`config.mk`:
```
export PLATFORM = sky130hd
export DESIGN_NAME = noise_gate
export DESIGN_NICKNAME = d
export VERILOG_FILES = /design/src/rtl/gate_pkg.sv /design/src/rtl/abs_sat.sv /design/src/rtl/noise_gate.sv
export SDC_FILE = /design/constraint.sdc
export NUM_CORES = 1
export LEC_CHECK = 0
export CORE_MARGIN = 4
export CORE_UTILIZATION = 50
export DETAILED_ROUTE_END_ITERATION = 10
export DONT_BUFFER_PORTS = 1
export HOLD_SLACK_MARGIN = 0.1
export PLACE_DENSITY = 0.68
export SYNTH_ARGS = -nofsm -noshare
export SYNTH_HDL_FRONTEND = slang
export SYNTH_HIERARCHICAL = 1
export SYNTH_SLANG_ARGS = --single-unit
export TNS_END_PERCENT = 10
```
`constraint.sdc`:
```
create_clock -name clk_48 -period 6.6 [get_ports clk_48]
set_input_delay 1.65 -clock clk_48 [delete_from_list [all_inputs] [get_ports clk_48]]
set_output_delay 1.65 -clock clk_48 [all_outputs]
set_load 0.05 [all_outputs]
```
`src/rtl/gate_pkg.sv`:
```
`default_nettype none
// ============================================================================
// Module      : gate_pkg
// Description : Shared state encoding and gain constants for the noise gate.
// Revision    : 1.0 - initial release
// ============================================================================
package gate_pkg;

    localparam int GAIN_W = 17;
    localparam logic [GAIN_W-1:0] GAIN_UNITY = 17'd32768;

    typedef enum logic [2:0] {
        CLOSED  = 3'd0,
        ATTACK  = 3'd1,
        OPEN    = 3'd2,
        HOLD    = 3'd3,
        RELEASE = 3'd4
    } gate_state_t;

endpackage
`default_nettype wire

```
`src/rtl/abs_sat.sv`:
```
`default_nettype none
// ============================================================================
// Module      : abs_sat
// Description : Saturating magnitude of a signed 16-bit sample (-32768 -> 32767).
// Revision    : 1.0 - initial release
// ============================================================================
module abs_sat (
    input  logic signed [15:0] din,
    output logic        [15:0] mag
);

    always_comb begin
        if (din == 16'sh8000) begin
            mag = 16'h7FFF;
        end else if (din[15]) begin
            mag = $unsigned(-din);
        end else begin
            mag = $unsigned(din);
        end
    end

endmodule
`default_nettype wire

```
`src/rtl/noise_gate.sv`:
```
`default_nettype none
// ============================================================================
// Module      : noise_gate
// Description : Level-triggered noise gate with attack/hold/release gain ramps.
// Revision    : 1.0 - initial release
// ============================================================================
module noise_gate
    import gate_pkg::*;
#(
    parameter int HOLD_SAMPLES = 2400,
    parameter int ATTACK_STEP  = 1024,
    parameter int RELEASE_STEP = 64,
    parameter int HYST         = 256
) (
    input  logic               clk_48,
    input  logic               reset_n,
    input  logic               enable,
    input  logic        [15:0] threshold,
    input  logic signed [15:0] gateIn,
    output logic signed [15:0] gateOut,
    output logic               gate_open,
    output logic        [2:0]  gate_state
);

    localparam int HOLD_W = (HOLD_SAMPLES > 1) ? $clog2(HOLD_SAMPLES) : 1;
    localparam logic [HOLD_W-1:0] C_HOLD_INIT  = HOLD_W'(HOLD_SAMPLES - 1);
    localparam logic [GAIN_W-1:0] C_ATTACK     = GAIN_W'(ATTACK_STEP);
    localparam logic [GAIN_W-1:0] C_RELEASE    = GAIN_W'(RELEASE_STEP);
    localparam logic [GAIN_W-1:0] C_FIRST_GAIN = (ATTACK_STEP >= 32768) ? GAIN_UNITY : C_ATTACK;
    localparam logic [15:0]       C_HYST       = 16'(HYST);

    gate_state_t               r_state;
    logic        [GAIN_W-1:0]  r_gain;
    logic        [HOLD_W-1:0]  r_hold;
    logic                      r_gate_open;
    logic signed [15:0]        r_x;
    logic signed [15:0]        r_out;

    logic        [15:0]        w_mag;
    logic        [15:0]        w_close_thr;
    logic                      w_trig;
    logic        [GAIN_W:0]    w_attack_sum;
    logic        [GAIN_W-1:0]  w_attack_gain;
    logic        [GAIN_W-1:0]  w_release_gain;
    logic signed [32:0]        w_product;

    abs_sat u_abs_sat (
        .din (gateIn),
        .mag (w_mag)
    );

    assign w_close_thr    = (threshold > C_HYST) ? (threshold - C_HYST) : 16'd0;
    assign w_trig         = (w_mag >= threshold);
    assign w_attack_sum   = {1'b0, r_gain} + {1'b0, C_ATTACK};
    assign w_attack_gain  = (w_attack_sum >= {1'b0, GAIN_UNITY}) ? GAIN_UNITY : w_attack_sum[GAIN_W-1:0];
    assign w_release_gain = (r_gain > C_RELEASE) ? (r_gain - C_RELEASE) : '0;

    always_ff @(posedge clk_48 or negedge reset_n) begin
        if (!reset_n) begin
            r_state     <= CLOSED;
            r_gain      <= '0;
            r_hold      <= '0;
            r_gate_open <= 1'b0;
            r_x         <= '0;
        end else begin
            r_x <= gateIn;
            if (!enable) begin
                r_state     <= OPEN;
                r_gain      <= GAIN_UNITY;
                r_hold      <= '0;
                r_gate_open <= 1'b1;
            end else begin
                case (r_state)
                    CLOSED: begin
                        r_gain <= '0;
                        if (w_trig) begin
                            r_state     <= ATTACK;
                            r_gain      <= C_FIRST_GAIN;
                            r_gate_open <= 1'b1;
                        end
                    end
                    ATTACK: begin
                        r_gain      <= w_attack_gain;
                        r_gate_open <= 1'b1;
                        if (w_attack_gain == GAIN_UNITY) begin
                            r_state <= OPEN;
                        end
                    end
                    OPEN: begin
                        r_gain      <= GAIN_UNITY;
                        r_gate_open <= 1'b1;
                        if (w_mag < w_close_thr) begin
                            r_state <= HOLD;
                            r_hold  <= C_HOLD_INIT;
                        end
                    end
                    HOLD: begin
                        r_gain      <= GAIN_UNITY;
                        r_gate_open <= 1'b1;
                        if (w_trig) begin
                            r_state <= OPEN;
                        end else if (r_hold == '0) begin
                            r_state <= RELEASE;
                            r_gain  <= w_release_gain;
                        end else begin
                            r_hold <= r_hold - 1'b1;
                        end
                    end
                    RELEASE: begin
                        r_gate_open <= 1'b1;
                        // Re-trigger resumes the attack ramp from wherever release had reached.
                        if (w_trig) begin
                            r_state <= ATTACK;
                            r_gain  <= w_attack_gain;
                        end else begin
                            r_gain <= w_release_gain;
                            if (w_release_gain == '0) begin
                                r_state     <= CLOSED;
                                r_gate_open <= 1'b0;
                            end
                        end
                    end
                    default: begin
                        r_state     <= CLOSED;
                        r_gain      <= '0;
                        r_gate_open <= 1'b0;
                    end
                endcase
            end
        end
    end

    // Product fits in 33 bits; at unity gain the shift returns r_x bit-exact.
    assign w_product = $signed({{17{r_x[15]}}, r_x}) * $signed({16'd0, r_gain});

    always_ff @(posedge clk_48 or negedge reset_n) begin
        if (!reset_n) begin
            r_out <= '0;
        end else begin
            r_out <= 16'(w_product >>> 15);
        end
    end

    assign gateOut    = r_out;
    assign gate_open  = r_gate_open;
    assign gate_state = r_state;

endmodule
`default_nettype wire

```
### Word level (Yosys, flattened, before mapping)

Cells that the tools add are included.

* output and inout bits: 20
* bits in latches: 0
* flip-flop bits (word level): 65
* input bits: 35
* memories kept: 0
* ROM bits: 0
* word-level logic and storage cells: 67
* memory bits (writable): 0

* reductions and logical operators: 6
* multiplexer cells: 30
* equal/unequal tests: 14
* shift-type cells: 0
* multiply operators: 1
* div/mod/pow operators: 0
* $lt $le $gt $ge: 5
* add/sub/neg operators: 5
* bitwise gates (word level): 0

Operator list (count)
* $mux W17: 6
* $pmux W17 S5: 1
* $mux W12: 4
* $mux W16: 3
* $mul A16 B18 Y31: 1
* $mux W3: 8
* $pmux W12 S2: 1
* $add A17 B11 Y18 const B: 1
* $ge A18 B16 Y1 const B: 1
* $eq A17 B16 Y1 const B: 1
* $gt A17 B7 Y1 const B: 1
* $logic_not A17 Y1: 1
* $sub A17 B7 Y17 const B: 1
* $eq A16 B16 Y1 const B: 1
* $ge A16 B16 Y1: 1
* $gt A16 B9 Y1 const B: 1
* $lt A16 B16 Y1: 1
* $neg A16 Y16: 1
* $sub A16 B9 Y16 const B: 1
* $ne A3 B3 Y1 const B: 5
* $pmux W3 S5: 1
* $logic_not A12 Y1: 1
* $sub A12 B1 Y12 const B: 1
* $mux W11: 1
* other kinds (11): 16

### Logic depth before layout (Yosys ltp)

* depth after elaboration: 7
* gate-level depth with buffers: 24
* gate-level depth less buffers: 22

### Hierarchy

Netlist, hierarchy kept.

Modules (own cells, without submodules)
* noise_gate: cells an instance 1397, sequential area each 1626.6 µm², area an instance 12454.4 µm², times used 1
* abs_sat: cells an instance 65, sequential area each 0.0 µm², area an instance 431.7 µm², times used 1

### Worst setup path after synthesis

OpenSTA, ideal clock, no wires.

* path type: reg-to-reg
* from: reg r_gain[8]
* to: reg r_out[15] (netlist: gateOut[15])
* required time: 6.521 ns
* library setup time: 0.079 ns
* slack: 0.449 ns
* period minus slack after synthesis: 6.151 ns
* arrival: 6.072 ns
* buffers on the path: 3
* stages on the path, launching flop included: 23
* path through: dfrtp_1 clkbuf_1 clkbuf_1 clkbuf_1 nand2_1 fa_1 fa_1 fa_1 fa_1 inv_1 fa_1 inv_1 fa_1 inv_1 ha_1 a211oi_1 o211ai_1 a221oi_1 o211a_1 o21ai_0 a31o_2 a21oi_1 xor2_1

* cells in the longest elaborated chain, start to end: 1

RTL lines
* from (decl): RTL line noise_gate.sv:33 `logic [GAIN_W-1:0] r_gain;`
* from (signal assigned): RTL line noise_gate.sv:83 `r_gain <= w_attack_gain;`
* from (signal assigned): RTL line noise_gate.sv:104 `r_gain <= w_release_gain;`
* from (signal assigned): RTL line noise_gate.sv:114 `r_gain <= w_attack_gain;`
* $mul A16 B18 Y31: RTL line noise_gate.sv:134 `assign w_product = $signed({{17{r_x[15]}}, r_x}) * $signed({16'd0, r_gain});`
* via w_product[30]: RTL line noise_gate.sv:45 `logic signed [32:0] w_product;`
* to (signal assigned): RTL line noise_gate.sv:140 `r_out <= 16'(w_product >>> 15);`
* to (decl): RTL line noise_gate.sv:37 `logic signed [15:0] r_out;`

The timed path passes the listed nets, and every way through them passes these cells.
A chain may end at the register's enable or synchronous reset.

### Worst setup path after layout

* from: reg r_gain[6]
* to: reg r_out[15] (netlist: gateOut[15])

Same word-level chain as after synthesis.

==> summary.txt <==
Outcome
  – Status: finished clean

Pwr
  – Sw Ratio: a little under half
  – Static Leak: around 7.0 nW
  – Maximum vdd ir drop: 0.1462 mV
  – Sequential share of power: a little under a third
  – Tot Pwr: roughly 0.0026 W
  – Switch Pwr: between 0.001 and 0.0015 W
  – Internal: between 0.001 and 0.0015 W
  – Logic pwr share: a little under half
  – Clock network power share: 22.1%
  – P per Cell Area: between 150 and 200 mW/mm2

Critical path
  – CP Max Fanout: 18
  – CP endpoint: gateOut[15]$_DFF_PN0_
  – R2R cell count: 20
  – Worst reg2reg setup slack: between 0.2 and 0.3 ns
  – Startpoint Class: flop
  – Crit path launch: r_gain[6]$_DFF_PN0_
  – Reg2reg start: r_gain[6]$_DFF_PN0_
  – CP endpoint kind: flop
  – Worst Path Required: 6.88 ns
  – Worst EP arrival: 6.58 ns
  – Setup CP Type: flop to flop
  – RR Endpoint: gateOut[15]$_DFF_PN0_

Detailed routing
  – Routed wl met2: around 15 mm
  – TritonRoute pass-1 iters: 5
  – Remaining DRCs: 0
  – DR vias: about 9700
  – Via density: around 5.4
  – Post-DR wirelength/cell: approximately 17 um
  – Met3 WL: approximately 1.6 mm
  – ANT nets after route: 0
  – M1 WL: between 10 and 15 mm
  – Top Layer Used: met4
  – Routed wire length: ~30 mm
  – Drt first-iter violations: approximately 520

Place
  – DPL Wire Length: 24.30 mm
  – Final Wtd Congestion: roughly 0.92
  – Area after DPL: 0.01330 mm2
  – IO buf count: 0

Synthesis
  – Synth Warn #: 6
  – Avg Inst Size Synth: between 8 and 9 um2
  – Mapped Cells: between 1000 and 1500
  – EDFF count, synth: 0
  – Mapped Area: between 0.01 and 0.015 mm2
  – Register area share after synthesis: between 10% and 20%
  – Seq cells post-synth: 65
  – Post-Syn Nets: 1847
  – Synth Flop Type: dfrtp_1
  – Distinct cell type count after synthesis: between 60 and 70
  – Async SR Flop Fraction: 100.0%

Die
  – CORE AREA: about 0.025 mm2
  – Die footprint: between 0.02 and 0.03 mm2
  – Initial core utilization: between 50% and 60%
  – I/O pins: between 50 and 60
  – Rows: a little under 60
  – Die Y-Extent: 168.5 um
  – Die width: about 170 um

Final layout
  – Final layout net count: around 1800
  – Most common cell after layout, fill and taps aside: inv_1
  – Most frequent cells in the layout: inv_1, fa_1, nand2_1, and2_1, ha_1
  – Core Util, Final: 54.08%
  – Design area: 0.01366 mm2
  – Antenna Cells: 0
  – Fraction of layout cells with a size suffix above 1: under 10%
  – Syn-to-layout area delta: 5.991%

GRT
  – Antenna violations before repair: 0
  – Largest net degree at the start of global routing: 66
  – First-pass GRT wire length: between 50 and 60 mm
  – GR Overflow Total: 0
  – Global-route usage over all layers: 22.49%
  – Vias in the first global route: approximately 10000

Hold path
  – Worst min-delay path startpoint: r_hold[9]$_DFFE_PN0P_
  – Hold Path Class: flop to flop

STA
  – Fmax: 0.1587 GHz
  – Slew @ Worst Pin: 0.9041 ns
  – Accumulated negative setup slack: 0 ns
  – Relative slew slack: about 40%
  – Final Max Slew Viols: 0
  – Ratio of final minimum period to clock period: 95.50%
  – Worst Clk Skew: 0.01206 ns
  – Setup violations, final: 0
  – Final hold viol count: 0
  – Minimum clock period after layout: 6.303 ns
  – RSZ-0062 raised after global routing: false

CTS
  – Root cell of the clock tree: clkbuf_16
  – CTS clk-pin slew, worst paths: roughly 0.060 ns
  – H-tree depth: 3
  – Clock Latency Late Sink: approximately 0.35 ns
  – Clock sink total: between 60 and 70
  – CTS Buf Count: 9
  – Clk buf depth: 2
  – CTS tree: built

Flow run
  – Max-Cap Viols: 0
## area by class of cell
cell class | instances | area (um2)
clock buffers | 9 | 225.2
multi-input cells | 1037 | 9893
clock inverters | 7 | 125.1
flip-flops and latches | 65 | 1635
inverters | 298 | 1119
well taps | 330 | 412.9
fillers | 2356 | 11600
repair buffers | 33 | 247.7
## how the worst min path moves through the flow
stage	endpoint	slack, ns	depth (start not counted)
2_1_floorplan	r_hold[9]$_DFFE_PN0P_	0.51	1
3_3_place_gp	r_hold[5]$_DFFE_PN0P_	0.55	1
3_5_place_dp	r_hold[9]$_DFFE_PN0P_	0.56	1
4_1_cts	r_hold[9]$_DFFE_PN0P_	0.57	1
5_1_grt	r_hold[9]$_DFFE_PN0P_	0.61	1
6_report	r_hold[9]$_DFFE_PN0P_	0.57	1
## timing repair
action,4_1_cts,5_1_grt
setup endpoints to repair,0,1
gates resized for setup,0,7
hold buffers,0,0
setup buffers,0,0
## per-stage QoR
stage	setup WS (ns)	hold WS, ns	std cells
2_1_floorplan	0.4491	0.5147	1462
3_5_place_dp	0.2503	0.5558	1763
6_report	0.2973	0.5678	1779
5_1_grt	0.01033	0.6062	1779
4_1_cts	0.2369	0.5745	1779
3_3_place_gp	0.3672	0.5466	1763
## per-layer routing
metal,GRT usage (%),up-vias
li1,-,4519
met1,28.12,4859
met2,39.71,235
met3,4.694,48
met4,6.140,0
met5,0,-
## cells in the mapped netlist, types with 7 or more instances
| cell | instances | share of area (%) |
|---|---|---|
| xor2_1 | 10 | 0.68 |
| a21oi_1 | 42 | 1.6 |
| nand2b_1 | 13 | 0.63 |
| nand4_1 | 9 | 0.44 |
| fa_1 | 207 | 32 |
| and2_1 | 144 | 7.0 |
| a31oi_1 | 7 | 0.34 |
| dfrtp_1 | 65 | 13 |
| nor3_1 | 10 | 0.39 |
| nand2_1 | 186 | 5.4 |
| clkbuf_1 | 54 | 1.6 |
| nor2_1 | 47 | 1.4 |
| o21ai_0 | 24 | 0.93 |
| nor4_1 | 10 | 0.49 |
| nor2b_1 | 8 | 0.39 |
| xnor2_1 | 28 | 1.9 |
| a21o_1 | 15 | 0.87 |
| inv_1 | 297 | 8.7 |
| or3_1 | 11 | 0.53 |
| ha_1 | 143 | 14 |
| nand3_1 | 19 | 0.74 |
## registers in the layout, indices dropped and copies added (netlist names)
| signal | count |
|---|---|
| gateOut | 16 |
| gate_open | 1 |
| gate_state | 3 |
| r_gain | 17 |
| r_hold | 12 |
| r_x | 16 |
## critical path: stages, from the launching register on
cell and delay (ns):
dfrtp_1 0.71, buf_4 0.25, nand2_1 0.10, fa_1 0.56
inv_1 0.05, fa_1 0.56, fa_1 0.44, fa_1 0.43
fa_1 0.52, inv_1 0.05, fa_1 0.47, inv_1 0.04
ha_1 0.32, and3_1 0.23, and3_1 0.18, a32oi_1 0.27
o211a_1 0.26, o21ai_0 0.16, a31o_2 0.28, a21oi_1 0.17
xor2_1 0.16
## power groups by stage
stage	clock network, W	logic (W)	registers (W)
2_1_floorplan	0	0.000989	0.000768
3_3_place_gp	0	0.00121	0.000827
3_5_place_dp	0	0.00123	0.000827
4_1_cts	0.000597	0.00125	0.000819
5_1_grt	0.000613	0.00145	0.000831
6_report	0.000582	0.00124	0.000818
## kinds of logic (layout without fill, tap and decap cells)
group | Yosys count | after routing | synth area share, %
compound gates | 147 | 147 | 7.506
mux | 8 | 8 | 0.6408
xor+xnor | 38 | 38 | 2.583
flops | 65 | 65 | 12.62
simple gates | 494 | 494 | 20.00
fa+ha+maj | 350 | 350 | 46.04
buf+inv | 360 | 347 | 10.60
No activity file was read; power rests on OpenSTA's default activity.
